## config.mk

```make
export PLATFORM = sky130hd
export DESIGN_NAME = spi_packet_master_flat
export DESIGN_NICKNAME = d
export VERILOG_FILES = /design/src/rtl/spi_packet_master_if.sv /design/src/rtl/spi_packet_master.sv /design/src/flat_wrapper.sv
export SDC_FILE = /design/constraint.sdc
export NUM_CORES = 1
export LEC_CHECK = 0
export CORE_MARGIN = 2
export CORE_UTILIZATION = 49
export CTS_CLUSTER_DIAMETER = 200
export DETAILED_ROUTE_END_ITERATION = 10
export PLACE_DENSITY = 0.75
export SKIP_LAST_GASP = 1
export SLEW_MARGIN = 20
export SYNTH_ARGS = -nofsm -noshare
export SYNTH_HDL_FRONTEND = slang
export SYNTH_SLANG_ARGS = --single-unit
```

## constraint.sdc

```tcl
create_clock -name SCLK -period 4 [get_ports SCLK]
set_input_delay 0.6 -clock SCLK [delete_from_list [all_inputs] [get_ports SCLK]]
set_output_delay 0.6 -clock SCLK [all_outputs]
set_load 0.01 [all_outputs]
```

## src/rtl/spi_packet_master_if.sv

```systemverilog
// rtl/spi_packet_master_if.sv - request/response bundle for spi_packet_master
//
// Purpose: groups the bridge-side request/response handshake of the SPI
// packet master.
// Ports:
//   req_valid/req_ready  request handshake (accepted when both high)
//   req_wr               1 = write, 0 = read
//   req_addr[7:0]        target address
//   req_wdata[31:0]      write data
//   rsp_valid            one-cycle completion pulse
//   rsp_rdata[31:0]      read data, held between reads
//   busy                 transaction in flight
// Modports: master = bridge side, slave = spi_packet_master side.
interface spi_packet_master_if;
  logic        req_valid;
  logic        req_ready;
  logic        req_wr;
  logic [7:0]  req_addr;
  logic [31:0] req_wdata;
  logic        rsp_valid;
  logic [31:0] rsp_rdata;
  logic        busy;

  modport master (
    output req_valid, req_wr, req_addr, req_wdata,
    input  req_ready, rsp_valid, rsp_rdata, busy
  );

  modport slave (
    input  req_valid, req_wr, req_addr, req_wdata,
    output req_ready, rsp_valid, rsp_rdata, busy
  );
endinterface

```

## src/rtl/spi_packet_master.sv

```systemverilog
// rtl/spi_packet_master.sv - SPI mode-0 master issuing 41-bit packets
//
// Purpose: accepts one write/read request, shifts {wr, addr, data} MSB-first
// on mosi and, for reads, clocks a 32-bit word back from miso.
// Parameters:
//   CLK_DIV     SCLK cycles per spi_clk half-period (2..255)
//   TURNAROUND  idle SCLK cycles between read command and read data (>=1)
// Ports:
//   SCLK, SRESET   system clock, asynchronous active-high reset
//   bus            request/response bundle (slave modport)
//   spi_clk, cs    SPI clock (idle low) and active-low chip select
//   mosi, miso     serial data out / in
module spi_packet_master #(
  parameter int unsigned CLK_DIV    = 4,
  parameter int unsigned TURNAROUND = 8
) (
  input  logic               SCLK,
  input  logic               SRESET,
  spi_packet_master_if.slave bus,
  output logic               spi_clk,
  output logic               cs,
  output logic               mosi,
  input  logic               miso
);

  localparam int CNT_W = 16;
  localparam logic [CNT_W-1:0] DIV_LAST  = CNT_W'(CLK_DIV - 1);
  localparam logic [CNT_W-1:0] TURN_LAST = CNT_W'(TURNAROUND - 1);

  typedef enum logic [2:0] {
    S_IDLE, S_CS_SETUP, S_SHIFT_TX, S_TURN, S_SHIFT_RX, S_CS_HOLD, S_DONE
  } state_t;

  state_t           state_q, state_d;
  logic [CNT_W-1:0] cnt_q, cnt_d;
  logic [5:0]       bit_q, bit_d;
  logic [40:0]      tx_q, tx_d;
  logic [31:0]      rx_q, rx_d;
  logic [31:0]      rdata_q, rdata_d;
  logic             wr_q, wr_d;
  logic             spi_clk_q, spi_clk_d;
  logic             cs_q, cs_d;
  logic             rsp_valid_q, rsp_valid_d;
  logic             half_done;

  assign half_done = (cnt_q == DIV_LAST);

  always_ff @(posedge SCLK or posedge SRESET) begin
    if (SRESET) begin
      state_q     <= S_IDLE;
      cnt_q       <= '0;
      bit_q       <= '0;
      tx_q        <= '0;
      rx_q        <= '0;
      rdata_q     <= '0;
      wr_q        <= 1'b0;
      spi_clk_q   <= 1'b0;
      cs_q        <= 1'b1;
      rsp_valid_q <= 1'b0;
    end else begin
      state_q     <= state_d;
      cnt_q       <= cnt_d;
      bit_q       <= bit_d;
      tx_q        <= tx_d;
      rx_q        <= rx_d;
      rdata_q     <= rdata_d;
      wr_q        <= wr_d;
      spi_clk_q   <= spi_clk_d;
      cs_q        <= cs_d;
      rsp_valid_q <= rsp_valid_d;
    end
  end

  always_comb begin
    state_d     = state_q;
    cnt_d       = cnt_q + 1'b1;
    bit_d       = bit_q;
    tx_d        = tx_q;
    rx_d        = rx_q;
    rdata_d     = rdata_q;
    wr_d        = wr_q;
    spi_clk_d   = spi_clk_q;
    cs_d        = cs_q;
    rsp_valid_d = 1'b0;
    unique case (state_q)
      S_IDLE: begin
        cnt_d = '0;
        if (bus.req_valid) begin
          state_d = S_CS_SETUP;
          wr_d    = bus.req_wr;
          tx_d    = {bus.req_wr, bus.req_addr, bus.req_wr ? bus.req_wdata : 32'h0};
          cs_d    = 1'b0;
        end
      end
      S_CS_SETUP: begin
        if (half_done) begin
          state_d   = S_SHIFT_TX;
          cnt_d     = '0;
          bit_d     = '0;
          spi_clk_d = 1'b1;
        end
      end
      S_SHIFT_TX: begin
        if (half_done) begin
          cnt_d = '0;
          if (spi_clk_q) begin
            // Falling edge: next bit onto mosi. After 41 shifts the register
            // is all zero, which keeps mosi low for the rest of the transfer.
            spi_clk_d = 1'b0;
            tx_d      = {tx_q[39:0], 1'b0};
            bit_d     = bit_q + 6'd1;
          end else if (bit_q == 6'd41) begin
            // The low half after the last fall is spent before leaving.
            state_d = wr_q ? S_CS_HOLD : S_TURN;
          end else begin
            spi_clk_d = 1'b1;
          end
        end
      end
      S_TURN: begin
        if (cnt_q == TURN_LAST) begin
          state_d   = S_SHIFT_RX;
          cnt_d     = '0;
          bit_d     = '0;
          spi_clk_d = 1'b1;
          rx_d      = {rx_q[30:0], miso};
        end
      end
      S_SHIFT_RX: begin
        if (half_done) begin
          cnt_d = '0;
          if (spi_clk_q) begin
            spi_clk_d = 1'b0;
            bit_d     = bit_q + 6'd1;
          end else if (bit_q == 6'd32) begin
            state_d = S_CS_HOLD;
          end else begin
            // miso is sampled on the same SCLK edge that raises spi_clk.
            spi_clk_d = 1'b1;
            rx_d      = {rx_q[30:0], miso};
          end
        end
      end
      S_CS_HOLD: begin
        if (half_done) begin
          state_d     = S_DONE;
          cs_d        = 1'b1;
          rsp_valid_d = 1'b1;
          if (!wr_q) rdata_d = rx_q;
        end
      end
      S_DONE:  state_d = S_IDLE;
      default: state_d = S_IDLE;
    endcase
  end

  assign bus.req_ready = (state_q == S_IDLE);
  assign bus.busy      = (state_q != S_IDLE);
  assign bus.rsp_valid = rsp_valid_q;
  assign bus.rsp_rdata = rdata_q;
  assign spi_clk       = spi_clk_q;
  assign cs            = cs_q;
  assign mosi          = tx_q[40];

endmodule

```

## src/flat_wrapper.sv

```systemverilog
// flat-port wrapper written by rule: the top's interface ports become plain ports
module spi_packet_master_flat 
#(
  parameter int unsigned CLK_DIV    = 4,
  parameter int unsigned TURNAROUND = 8
)
  (SCLK, SRESET, spi_clk, cs, mosi, miso, bus_req_valid, bus_req_wr, bus_req_addr, bus_req_wdata, bus_req_ready, bus_rsp_valid, bus_rsp_rdata, bus_busy);
  spi_packet_master_if bus_i ();
  input  logic SCLK;
  input  logic SRESET;
  output logic spi_clk;
  output logic cs;
  output logic mosi;
  input  logic miso;
  input wire logic [$bits(bus_i.req_valid)-1:0] bus_req_valid;
  input wire logic [$bits(bus_i.req_wr)-1:0] bus_req_wr;
  input wire logic [$bits(bus_i.req_addr)-1:0] bus_req_addr;
  input wire logic [$bits(bus_i.req_wdata)-1:0] bus_req_wdata;
  output wire logic [$bits(bus_i.req_ready)-1:0] bus_req_ready;
  output wire logic [$bits(bus_i.rsp_valid)-1:0] bus_rsp_valid;
  output wire logic [$bits(bus_i.rsp_rdata)-1:0] bus_rsp_rdata;
  output wire logic [$bits(bus_i.busy)-1:0] bus_busy;
  assign bus_i.req_valid = bus_req_valid;
  assign bus_i.req_wr = bus_req_wr;
  assign bus_i.req_addr = bus_req_addr;
  assign bus_i.req_wdata = bus_req_wdata;
  assign bus_req_ready = bus_i.req_ready;
  assign bus_rsp_valid = bus_i.rsp_valid;
  assign bus_rsp_rdata = bus_i.rsp_rdata;
  assign bus_busy = bus_i.busy;
  spi_packet_master #(.CLK_DIV(CLK_DIV), .TURNAROUND(TURNAROUND)) u_core (.SCLK(SCLK), .SRESET(SRESET), .bus(bus_i), .spi_clk(spi_clk), .cs(cs), .mosi(mosi), .miso(miso));
endmodule
```

# Word level (Yosys, flattened, before mapping)
# Cells that the tools add are included.
[totals]
latch_bits = 0
out_inout_bits = 38
mem_bits_rw = 0
romBits = 0
n_memories = 0
elab_cells = 96
regBits = 134
in_bits = 45
[classes]
addsub = 2
n_reduce_logical = 17
n_mux = 43
n_shift = 0
multipliers = 0
eq_ne = 23
bitwise = 1
div_mod_pow = 0
order_cmp = 0
[ops]
columns = ["op", "n"]
rows = [
  ["32-bit two-way mux", 5],
  ["41-bit two-way mux", 3],
  ["41-bit one-hot mux with 2 select lines", 1],
  ["32-bit one-hot mux with 2 select lines", 1],
  ["16-bit one-hot mux with 3 select lines", 1],
  ["3-bit two-way mux", 11],
  ["16-bit two-way mux", 2],
  ["6-bit two-way mux", 4],
  ["2-bit by 1-bit != test with 1-bit output (second input constant)", 10],
  ["3-bit one-hot mux with 6 select lines", 1],
  ["6-bit one-hot mux with 3 select lines", 1],
  ["16-bit by 1-bit adder with 16-bit output (second input constant)", 1],
  ["16-bit by 2-bit equality test with 1-bit output (second input constant)", 1],
  ["16-bit by 3-bit equality test with 1-bit output (second input constant)", 1],
  ["5-bit AND reduction", 3],
  ["6-bit equality test (second input constant)", 2],
  ["1-bit two-way mux", 11],
  ["10-bit AND reduction", 1],
  ["2-bit != test (second input constant)", 4],
  ["6-bit by 1-bit adder with 6-bit output (second input constant)", 1],
  ["3-bit by 2-bit equality test with 1-bit output (second input constant)", 2],
  ["3-bit equality test (second input constant)", 2],
  ["3-bit AND reduction", 2],
  ["2-bit nonzero test", 3],
  ["11 further kinds", 12],
]

# Logic depth before layout (Yosys ltp)
[depth]
depth_word = 5
mapped_depth = 9
mapped_depth_nobuf = 8

# Worst setup path after synthesis
# Ideal clock, no wire load.
[synth_path]
path_type = "flip-flop to flip-flop"
from = "register u_core.cnt_q[0]"
to = "register u_core.rx_q[1]"
slack_ps = 1867
required_ps = 3875
arrival_time_ps = 2008
path_stages_with_launch = 9
n_path_buf = 2
path_cell_list = "dfrtp_1 -> ha_1 -> nor4b_1 -> and4_1 -> buf_4 -> nand4_1 -> a21oi_2 -> buf_6 -> mux2_2"
[synth_via]
elab_chain_len = 3
[synth_rtl]
columns = ["item", "line_no", "source"]
rows = [
  ["from (decl)", "spi_packet_master.sv:35", "logic [CNT_W-1:0] cnt_q, cnt_d;"],
  ["from (signal assigned)", "spi_packet_master.sv:62", "cnt_q <= cnt_d;"],
  ["16-bit by 2-bit equality test with 1-bit output / 16-bit by 3-bit equality test with 1-bit output (equally long branches)", "spi_packet_master.sv:46, spi_packet_master.sv:121", ""],
  ["2-bit by 1-bit != test with 1-bit output (no source line)", "-", ""],
  ["5-bit AND reduction (no source line) *", "-", ""],
  ["to (signal assigned)", "spi_packet_master.sv:65", "rx_q <= rx_d;"],
  ["to (decl)", "spi_packet_master.sv:38", "logic [31:0] rx_q, rx_d;"],
]
# Every way passes the cells marked *; elsewhere a longest branch is shown, timed or not.
# A chain may end at the register's enable or synchronous reset.

# Final worst setup path
[layout_path]
from = "register u_core.cnt_q[0]"
to = "register u_core.tx_q[10]"
[layout_via]
elab_chain_len = 3
[layout_rtl]
columns = ["item", "line_no", "source"]
rows = [
  ["16-bit by 2-bit equality test with 1-bit output", "spi_packet_master.sv:46", "assign half_done = (cnt_q == DIV_LAST);"],
  ["2-bit by 1-bit != test with 1-bit output (no source line)", "-", ""],
  ["4-bit AND reduction (no source line)", "-", ""],
  ["to (signal assigned)", "spi_packet_master.sv:64", "tx_q <= tx_d;"],
  ["to (decl)", "spi_packet_master.sv:37", "logic [40:0] tx_q, tx_d;"],
]
# No other way between the ends.

==> flow_summary.html <==
<table>
<tr><th>Metric</th><th>Value</th></tr>
<tr><th colspan="2">Setup path</th></tr>
<tr><td>Largest fanout on the critical path</td><td>82</td></tr>
<tr><td>Crit Path Class</td><td>reg2reg</td></tr>
<tr><td>Critical Path AT</td><td>3.06 ns</td></tr>
<tr><td>Required time at the endpoint of the critical path</td><td>4.34 ns</td></tr>
<tr><td>Sort of element at the start of the critical path</td><td>flip-flop</td></tr>
<tr><td>Critical path capture point type</td><td>flip-flop</td></tr>
<tr><th colspan="2">Placed design</th></tr>
<tr><td>Placed insts</td><td>761</td></tr>
<tr><td>Worst setup slack after placement</td><td>1.40 ns</td></tr>
<tr><td>Total half-perimeter wirelength after legalization and detailed placement</td><td>7900 µm</td></tr>
<tr><td>Count of input and output buffers</td><td>between 80 and 90</td></tr>
<tr><td>Final RePlAce weighted congestion</td><td>0.830</td></tr>
<tr><th colspan="2">Floorplan</th></tr>
<tr><td>Overall die height</td><td>115 µm</td></tr>
<tr><td>Floorplan die width</td><td>115 µm</td></tr>
<tr><td>Floorplan row count</td><td>40</td></tr>
<tr><td>Top-level port count</td><td>83</td></tr>
<tr><td>DIE AREA</td><td>0.0132 mm²</td></tr>
<tr><td>Core area</td><td>approximately 0.012 mm²</td></tr>
<tr><td>Initial core utilization</td><td>roughly half</td></tr>
<tr><th colspan="2">STA</th></tr>
<tr><td>Transition at the pin with the smallest max-transition slack</td><td>about 0.8 ns</td></tr>
<tr><td>Post-route worst setup slack</td><td>1.28 ns</td></tr>
<tr><td>Fmax</td><td>approximately 0.37 GHz</td></tr>
<tr><td>Number of pins exceeding their max-slew limit in the final report</td><td>0</td></tr>
<tr><td>Endpoints failing hold</td><td>0</td></tr>
<tr><td>Post-route clock period utilization</td><td>68.1%</td></tr>
<tr><td>Final critical-path required period</td><td>2.72 ns</td></tr>
<tr><td>Final TNS setup</td><td>0 ns</td></tr>
<tr><td>RSZ-0062 raised after global routing</td><td>false</td></tr>
<tr><td>Relative slew slack</td><td>48.0%</td></tr>
<tr><td>Number of setup violations in the final report</td><td>0</td></tr>
<tr><td>Clock Skew</td><td>0.00827 ns</td></tr>
<tr><th colspan="2">Routing</th></tr>
<tr><td>Violation count after the first detailed-routing iteration</td><td>253</td></tr>
<tr><td>Pre-antenna DRT Iters</td><td>5</td></tr>
<tr><td>Total wire length</td><td>12,100 µm</td></tr>
<tr><td>Via count</td><td>4,359</td></tr>
<tr><td>Post-route ant nets</td><td>0</td></tr>
<tr><td>DRC violations left</td><td>0</td></tr>
<tr><td>Average detailed-routed wire length per instance</td><td>15.3 µm</td></tr>
<tr><td>Vias per Instance</td><td>5.50</td></tr>
<tr><th colspan="2">Synth</th></tr>
<tr><td>Synth top area share</td><td>55.1%</td></tr>
<tr><td>Async S/R FF share, synth</td><td>100%</td></tr>
<tr><td>Number of standard cells after synthesis</td><td>560</td></tr>
<tr><td>Post-synth top cells</td><td>sky130_fd_sc_hd__dfrtp_1, sky130_fd_sc_hd__nand2_1, sky130_fd_sc_hd__nor2_1, sky130_fd_sc_hd__mux2_2, sky130_fd_sc_hd__nand3_1</td></tr>
<tr><td>Post-synthesis share of cell area spent on full adders, half adders and majority gates</td><td>1.04%</td></tr>
<tr><td>Cell with the most instances after synthesis</td><td>sky130_fd_sc_hd__dfrtp_1</td></tr>
<tr><td>Number of enable-type register cells in the synthesized netlist</td><td>0</td></tr>
<tr><td>Leading cell types by total area after synthesis</td><td>sky130_fd_sc_hd__dfrtp_1, sky130_fd_sc_hd__mux2_2, sky130_fd_sc_hd__nand2_1, sky130_fd_sc_hd__a31oi_1, sky130_fd_sc_hd__nor2_1</td></tr>
<tr><td>Largest area contributor in the netlist</td><td>sky130_fd_sc_hd__dfrtp_1</td></tr>
<tr><td>Post-synthesis sequential element count</td><td>approximately 130</td></tr>
<tr><td>Net Count, Synth</td><td>610</td></tr>
<tr><td>Distinct cell type count of the synthesized netlist</td><td>53</td></tr>
<tr><td>Cell area after technology mapping</td><td>0.00604 mm²</td></tr>
<tr><td>Yosys Warn Count</td><td>0</td></tr>
<tr><td>Synth Area in Compound Gates</td><td>8.20%</td></tr>
<tr><td>Synth Area in Simple Gates</td><td>16.8%</td></tr>
<tr><td>Average footprint of a synthesized cell</td><td>10.8 µm²</td></tr>
<tr><td>Multiplexer area fraction after synthesis</td><td>12.3%</td></tr>
<tr><td>Combinational family with the most area after synthesis</td><td>simple AND/OR/NAND/NOR gates</td></tr>
<tr><td>Portion of the post-synthesis area used by sequential elements</td><td>55.5%</td></tr>
<tr><td>Predominant post-synthesis flop cell</td><td>sky130_fd_sc_hd__dfrtp_1</td></tr>
<tr><td>XOR/XNOR Fraction of Synth Area</td><td>1.59%</td></tr>
<tr><th colspan="2">Cells and area</th></tr>
<tr><td>Final Non-Filler Cells</td><td>793</td></tr>
<tr><td>Antenna Diode Count</td><td>0</td></tr>
<tr><td>Area growth syn-to-layout</td><td>23.5%</td></tr>
<tr><td>Total number of nets in the final design</td><td>683</td></tr>
<tr><td>Ratio of cells with drive above 1 in the final layout</td><td>18.0%</td></tr>
<tr><td>FILL cells</td><td>958</td></tr>
<tr><th colspan="2">CTS</th></tr>
<tr><td>Post-CTS Hold Fix Bufs</td><td>0</td></tr>
<tr><td>Number of gates given a new drive strength after cts</td><td>0</td></tr>
<tr><td>Number of sinks driven by the clock tree</td><td>134</td></tr>
<tr><td>Buffer levels on the longest clock path</td><td>2</td></tr>
<tr><td>Reg clk slew, reported paths</td><td>0.06 ns</td></tr>
<tr><td>CTS Root Cell</td><td>sky130_fd_sc_hd__clkbuf_16</td></tr>
<tr><td>Post-CTS repair timing setup buffer count</td><td>0</td></tr>
<tr><td>Number of CTS-inserted buffers</td><td>17</td></tr>
<tr><td>Number of H-tree branching levels</td><td>4</td></tr>
<tr><td>Clk_lat worst skew</td><td>between 0.4 and 0.5 ns</td></tr>
<tr><td>CTS tree</td><td>built</td></tr>
<tr><th colspan="2">Pwr</th></tr>
<tr><td>Worst VDD drop</td><td>between 0.3 and 0.4 mV</td></tr>
<tr><td>Leakage component of the power</td><td>3.29 nW</td></tr>
<tr><td>Total power density per cell area</td><td>around 640 mW/mm²</td></tr>
<tr><th colspan="2">Hold path</th></tr>
<tr><td>Hold Path Class</td><td>reg2reg</td></tr>
<tr><th colspan="2">GRT</th></tr>
<tr><td>Initial antenna violation count</td><td>0</td></tr>
<tr><td>Overflow after GRT</td><td>0</td></tr>
<tr><td>Pin count of the biggest net entering global routing</td><td>95</td></tr>
<tr><td>Overall fraction of global-route tracks in use</td><td>20.0%</td></tr>
<tr><td>First-pass GRT wire length</td><td>between 20,000 and 25,000 µm</td></tr>
<tr><td>Vias in the first global route</td><td>4,415</td></tr>
<tr><th colspan="2">Run</th></tr>
<tr><td>Reported max-cap violation count</td><td>0</td></tr>
<tr><th colspan="2">Outcome</th></tr>
<tr><td>Status</td><td>finished clean</td></tr>
</table>
## final cells by class
class,instances,area [µm²],area share (%)
Tap cell,147,184,2.46
Sequential cell,134,3350,44.9
Inverter,9,37.5,0.503
Clock buffer,19,443,5.93
Timing Repair Buffer,89,881,11.8
Multi-Input combinational cell,382,2420,32.4
Clock inverter,13,146,1.96
## power breakdown
part	internal (mW)	switching [mW]	total (mW)
clock	0.943	0.602	1.54
sequential	1.69	0.265	1.95
combinational	0.563	0.729	1.29
total	3.19	1.60	4.79
## kinds of logic after synthesis
family | after synthesis
AND/OR/NAND/NOR | 220
flip-flops | 134
buffers and inverters | 44
multiplexers | 66
AO/OA/AOI/OAI | 80
XOR/XNOR | 11
adder cells (fa/ha/maj) | 5
## state kept, by name, indices dropped and copies added (netlist names)
name and cells:
u_core.bus.rsp_valid 1, u_core.cnt_q 16, u_core.spi_clk 1, u_core.bus.rsp_rdata 32, u_core.bit_q 6, u_core.cs 1, u_core.tx_q 41, u_core.rx_q 32
u_core.wr_q 1, u_core.state_q 3
## worst max-delay path, stage by stage (launching register included)
cell and delay, ns:
sky130_fd_sc_hd__dfrtp_1 0.42, sky130_fd_sc_hd__ha_1 0.28, sky130_fd_sc_hd__nor4b_1 0.33, sky130_fd_sc_hd__and4_1 0.40, sky130_fd_sc_hd__a31oi_1 0.16, sky130_fd_sc_hd__nor3_4 0.14, sky130_fd_sc_hd__buf_4 0.59, sky130_fd_sc_hd__nor2_1 0.13
sky130_fd_sc_hd__a31oi_1 0.18
## worst paths after layout
check / start / endpoint / slack [ns] / cells after the start
max: u_core.cnt_q[0] / u_core.tx_q[10] / 1.28 / 8
min: u_core.cs / u_core.cs / 0.48 / 2
max reg2reg: u_core.cnt_q[0] / u_core.tx_q[10] / 1.28 / 8
min reg2reg: u_core.cs / u_core.cs / 0.48 / 2
max in group asynchronous: SRESET / u_core.cs / 2.93 / 3
min in group asynchronous: SRESET / u_core.tx_q[15] / 0.67 / 3
## metrics by stage
| stage | power (mW) | hold slack (ns) | instance area (µm²) | utilization (%) |
|---|---|---|---|---|
| 2_1_floorplan | 2.97 | 0.460 | 6050 | - |
| 3_5_place_dp | 3.26 | 0.465 | 6880 | 57.3 |
| 5_1_grt | 5.10 | 0.488 | 7460 | 62.1 |
| 6_report | 4.79 | 0.476 | 7460 | 62.1 |
| 3_3_place_gp | 3.19 | 0.452 | 6880 | 57.3 |
| 4_1_cts | 4.82 | 0.475 | 7470 | 62.2 |
## placed cells by master, fill, tap and decap left out, drive strengths merged, types with 4 or more instances in the layout
| cell type | synthesis | layout |
|---|---|---|
| mux2 | 65 | 65 |
| dfrtp | 133 | 133 |
| inv | 9 | 12 |
| nor3 | 6 | 6 |
| buf | 20 | 8 |
| clkbuf | 15 | 19 |
| nand2 | 71 | 71 |
| nor2b | 4 | 4 |
| a31oi | 41 | 41 |
| and3 | 5 | 5 |
| clkinv | 0 | 6 |
| ha | 5 | 5 |
| a21oi | 7 | 7 |
| o21ai | 21 | 21 |
| nand3 | 43 | 43 |
| nor2 | 67 | 67 |
| xor2 | 5 | 5 |
| clkdlybuf4s50 | 0 | 81 |
| xnor2 | 6 | 6 |
## per-layer routing
metal | global-route usage [%] | vias to the layer above | wire, µm
met1 | 26.0 | 2111 | 5200
li1 | - | 2093 | -
met5 | 0 | - | 0
met2 | 32.3 | 140 | 6060
met3 | 5.54 | 15 | 652
met4 | 7.63 | 0 | 203
No activity file was read; power rests on OpenSTA's default activity.
